### config.mk
export PLATFORM = sky130hd
export DESIGN_NAME = pipeline_ctrl
export DESIGN_NICKNAME = d
export VERILOG_FILES = /design/src/rtl/pipeline_ctrl.sv
export SDC_FILE = /design/constraint.sdc
export NUM_CORES = 1
export LEC_CHECK = 0
export ABC_CLOCK_PERIOD_IN_PS = 2200
export BUFFER_PORTS_ARGS = -buffer_cell sky130_fd_sc_hd__buf_2
export CELL_PAD_IN_SITES_DETAIL_PLACEMENT = 2
export CELL_PAD_IN_SITES_GLOBAL_PLACEMENT = 2
export CORE_MARGIN = 2
export CORE_UTILIZATION = 36
export CTS_BUF_LIST = sky130_fd_sc_hd__clkbuf_8
export DETAILED_ROUTE_END_ITERATION = 8
export PLACE_DENSITY = 0.94
export SETUP_SLACK_MARGIN = 0.5
export SYNTH_ARGS = -nofsm -noshare
export SYNTH_HDL_FRONTEND = slang
export SYNTH_SLANG_ARGS = --single-unit
### constraint.sdc
create_clock -name clk -period 2.2 [get_ports clk]
set_input_delay 0.33 -clock clk [delete_from_list [all_inputs] [get_ports clk]]
set_output_delay 0.33 -clock clk [all_outputs]
set_load 0.02 [all_outputs]
### src/rtl/pipeline_ctrl.sv
// Pipeline hazard controller: turns the hazard unit's code into stage enables,
// IF/ID flush and ID/EX bubble, and tracks cache-miss stalls and perf counters.
module pipeline_ctrl #(
  parameter int CNT_W        = 16,
  parameter int FLUSH_CYCLES = 1,
  parameter int MISS_TIMEOUT = 255
) (
  input  logic             clk,
  input  logic             rst,
  input  logic [1:0]       hazType,
  input  logic             mem_ready,
  output logic             pc_en,
  output logic             ifid_en,
  output logic             ifid_flush,
  output logic             idex_en,
  output logic             idex_bubble,
  output logic             exmem_en,
  output logic             memwb_en,
  output logic [CNT_W-1:0] stall_cnt,
  output logic [CNT_W-1:0] flush_cnt,
  output logic [CNT_W-1:0] miss_cnt,
  output logic             miss_err
);

  localparam int FW = (FLUSH_CYCLES > 1) ? $clog2(FLUSH_CYCLES) : 1;
  localparam int TW = $clog2(MISS_TIMEOUT + 1);

  typedef enum logic [1:0] {
    RUN       = 2'd0,
    FLUSH     = 2'd1,
    MISS_WAIT = 2'd2
  } state_t;

  state_t        state;
  logic [FW-1:0] fl_cnt;
  logic [TW-1:0] tmo_cnt;
  logic          front_en;
  logic          back_en;

  // front_en drives PC and IF/ID; back_en drives ID/EX, EX/MEM, MEM/WB.
  always_comb begin
    front_en    = 1'b0;
    back_en     = 1'b0;
    ifid_flush  = 1'b0;
    idex_bubble = 1'b0;
    if (!rst) begin
      case (state)
        RUN: begin
          case (hazType)
            2'b00: begin
              front_en = 1'b1;
              back_en  = 1'b1;
            end
            2'b01: begin
              back_en     = 1'b1;
              idex_bubble = 1'b1;
            end
            2'b10: begin
              front_en   = 1'b1;
              back_en    = 1'b1;
              ifid_flush = 1'b1;
            end
            default: ;
          endcase
        end
        FLUSH: begin
          if (hazType != 2'b11) begin
            front_en   = 1'b1;
            back_en    = 1'b1;
            ifid_flush = 1'b1;
          end
        end
        default: ;
      endcase
    end
  end

  assign pc_en    = front_en;
  assign ifid_en  = front_en;
  assign idex_en  = back_en;
  assign exmem_en = back_en;
  assign memwb_en = back_en;

  always_ff @(posedge clk or posedge rst) begin
    if (rst) begin
      state     <= RUN;
      fl_cnt    <= '0;
      tmo_cnt   <= '0;
      stall_cnt <= '0;
      flush_cnt <= '0;
      miss_cnt  <= '0;
      miss_err  <= 1'b0;
    end else begin
      case (state)
        RUN: begin
          case (hazType)
            2'b01: if (stall_cnt != '1) stall_cnt <= stall_cnt + 1'b1;
            2'b10: begin
              if (flush_cnt != '1) flush_cnt <= flush_cnt + 1'b1;
              if (FLUSH_CYCLES > 1) begin
                state  <= FLUSH;
                fl_cnt <= FW'(FLUSH_CYCLES - 1);
              end
            end
            2'b11: begin
              state   <= MISS_WAIT;
              tmo_cnt <= '0;
            end
            default: ;
          endcase
        end
        FLUSH: begin
          // A miss drops whatever flush cycles remain.
          if (hazType == 2'b11) begin
            state   <= MISS_WAIT;
            tmo_cnt <= '0;
            fl_cnt  <= '0;
          end else begin
            fl_cnt <= fl_cnt - 1'b1;
            if (fl_cnt <= FW'(1)) state <= RUN;
          end
        end
        MISS_WAIT: begin
          if (miss_cnt != '1) miss_cnt <= miss_cnt + 1'b1;
          if (tmo_cnt != TW'(MISS_TIMEOUT)) tmo_cnt <= tmo_cnt + 1'b1;
          if (tmo_cnt >= TW'(MISS_TIMEOUT - 1)) miss_err <= 1'b1;
          if (mem_ready) state <= RUN;
        end
        default: state <= RUN;
      endcase
    end
  end

endmodule
==> flow_metrics.py <==
metrics = {
    "run_status": {
        "outcome": "finished, final reports clean",
    },
    "timing": {
        "tightest_slew_ps": 546,
        "slew_headroom_pct": 63.1,
        "setup_viol": 0,
        "clock.fmax_mhz": 542,
        "fin_skew_ps": 11.1,
        "final-hold-violation-count": 0,
        "min_period_ps": 1850,
        "drv_slew": 0,
        "whs_ps": 184,
        "fin_crit_sh_pct": 83.9,
        "fin_setup_tns_ps": 0,
        "rsz0062_at_grt": "true",
    },
    "cts": {
        "clk_latency_ps": 360,
        "cts.clk_slew.worst_paths_ps": 80,
        "hold_buffers": 0,
        "cts_buffer_depth": 2,
        "numCtsBuffers": 9,
        "cts_root_buffer": "clkbuf_8",
        "cts.htree.levels": 3,
        "cts_sinks": 58,
        "cts_tree": "built",
    },
    "worst_setup_path": {
        "crit_fanout": 7,
        "worstPathRequired_ps": 2450,
        "critPathLaunchType": "register",
        "worstSetupPathType": "reg2reg",
        "crit_start": "tmo_cnt[2]",
        "r2r_start": "tmo_cnt[2]",
        "endpoint_kind": "register",
        "worst-endpoint-arrival_ps": 2100,
    },
    "global_routing": {
        "grt_pass1_vias": 2998,
        "overflow": 0,
        "antenna_found_initial": 0,
        "grt_first_pass_wirelength_um": 18500,
        "grt_start_max_net_pins": 35,
        "grt_usage_pct": 28.3,
    },
    "routing": {
        "wire_per_inst_um": 29.1,
        "top_layer": "met4",
        "wl_um": 14600,
        "met3WireLength_um": 525,
        "vias": 2958,
        "met2WireLength_um": 7510,
        "drtIter0Drc": 94,
        "wl_met1_um": 6220,
        "ant_nets": 0,
        "dr.pass1.iters": 4,
        "post-route-drc-count": 0,
        "routed_via_density": 5.90,
    },
    "floorplanning": {
        "initial_core_util_pct": 37.6,
        "die_area_mm2": 0.00890,
        "die_x_um": 94.4,
        "rows": 32,
        "ios": 61,
        "die_height_um": 94.4,
        "coreArea_mm2": 0.00781,
    },
    "placed_design": {
        "place_congestion": 0.781,
        "io_buffers": 60,
        "hpwl_um": 6410,
    },
    "synthesis": {
        "seq_area_frac_synth_pct": 49.4,
        "syn_nets": 290,
        "ys_types": 44,
        "synth.largest_area_cell": "dfrtp_1",
        "postSynthAreaPerCell_um2": 10.5,
        "netlist.area_leader.share_pct": 49.4,
        "synth.area.top_cells": "dfrtp_1 (49%), xor2_1 (5.4%), xnor2_1 (5.1%)",
        "synthFlopType": "dfrtp_1",
        "yosys_register_bits": 58,
        "ys.warnings.count": 0,
        "synth_edf_count": 0,
        "async_flop_share_pct": 100,
        "syn_inst": 280,
        "synth_area_mm2": 0.00294,
    },
    "flow_run": {
        "max_cap_violations": 0,
    },
    "power_and_ir_drop": {
        "p_per_area_mw_per_mm2": 963,
        "ir_drop_mv": 0.927,
        "leakage_nw": 2.07,
        "p_total_mw": 4.19,
    },
    "finish": {
        "area_growth_pct": 47.9,
        "fin_util_pct": 55.7,
        "diodes": 0,
        "nets": 404,
        "final_common_cell": "buf_2",
        "layout-drive-gt1-share_pct": 50.9,
        "final_cell_mix": "buf_2 (53), buf_4 (47), dfrtp_1 (31)",
    },
    "min_path": {
        "hold_path.class": "in2async",
    },
}
==> cells in the mapped netlist, types with 2 or more instances <==
| master | instances |
|---|---|
| a21oi_1 | 8 |
| a31oi_1 | 2 |
| mux2_1 | 3 |
| o21a_1 | 2 |
| o2bb2ai_1 | 2 |
| nand2b_1 | 4 |
| and3_1 | 8 |
| a211oi_1 | 2 |
| ha_1 | 5 |
| buf_4 | 3 |
| clkbuf_1 | 2 |
| o21ai_0 | 7 |
| inv_1 | 7 |
| nor3b_1 | 3 |
| nor4_1 | 8 |
| and4_1 | 6 |
| nand4_1 | 22 |
| o2111ai_1 | 3 |
| mux2_2 | 6 |
| nand2_1 | 22 |
| and2_1 | 2 |
| dfrtp_1 | 58 |
| xnor2_1 | 17 |
| xor2_1 | 18 |
| nor3_1 | 11 |
| nand3_1 | 20 |
| nor2_1 | 12 |
==> worst max-delay path: stages, from the launching register on <==
cell and delay, ps:
dfrtp_1 520, nand4_1 280, o311ai_0 590, o41ai_1 170
a21o_1 190
==> cells by family (layout without fill, tap and decap cells) <==
| logic type | Yosys count | count (layout) | synth area share [%] |
|---|---|---|---|
| simple gates | 124 | 124 | 24.5 |
| flops | 58 | 58 | 49.4 |
| compound gates | 35 | 35 | 7.92 |
| xor+xnor | 35 | 35 | 10.4 |
| buf+inv | 14 | 133 | 2.21 |
| mux | 9 | 9 | 3.45 |
| fa+ha+maj | 5 | 5 | 2.13 |
==> power by group <==
group          internal [mW]  switching, mW  total, mW
clock network          0.811          0.507       1.32
logic                  0.488          0.749       1.24
registers               1.27          0.360       1.63
total                   2.57           1.62       4.19
==> final timing paths <==
| check | end | slack (ps) | depth (start not counted) |
|---|---|---|---|
| worst max-delay path | tmo_cnt[7] | 350 | 4 |
| worst min-delay path | stall_cnt[2] | 180 | 3 |
| worst max register to register | tmo_cnt[7] | 350 | 4 |
| worst min register to register | miss_err | 500 | 1 |
| max in group asynchronous | miss_cnt[12] | 1590 | 3 |
| min in group clk | state[1] | 200 | 2 |
==> state kept, by name, summed over array words and instances (netlist names) <==
| register | flops |
|---|---|
| state | 1 |
| flush_cnt | 16 |
| miss_err | 1 |
| stall_cnt | 16 |
| tmo_cnt | 8 |
| miss_cnt | 16 |
==> layer usage <==
layer	GRT usage, %	up-vias
met3	5.59	27
met5	0	-
met4	9.42	0
met1	35.6	1567
li1	-	1260
met2	48.8	104
==> area by class of cell <==
class                      instances  area [um2]
timing repair buffer             110         748
multi-input combinational        208        1700
clock buffer                      11         151
inverter                           7        35.0
fill                             782        3460
sequential                        58        1490
clock inverter                     5         100
tap                              102         128
==> through the flow <==
| step | setup WS (ps) | std cells | instance area [um2] |
|---|---|---|---|
| CTS | 420 | 467 | 3890 |
| global placement | 424 | 439 | 3380 |
| global route | 294 | 501 | 4350 |
| floorplan | 384 | 280 | 2960 |
| detailed placement | 300 | 439 | 3380 |
| finish | 355 | 501 | 4350 |
==> repair_timing <==
item	in CTS	in global routing
pin swaps	10	18
setup buffers	12	34
setup endpoints to repair	33	47
resized for setup	34	62
Power figures use the tool's default switching activity.
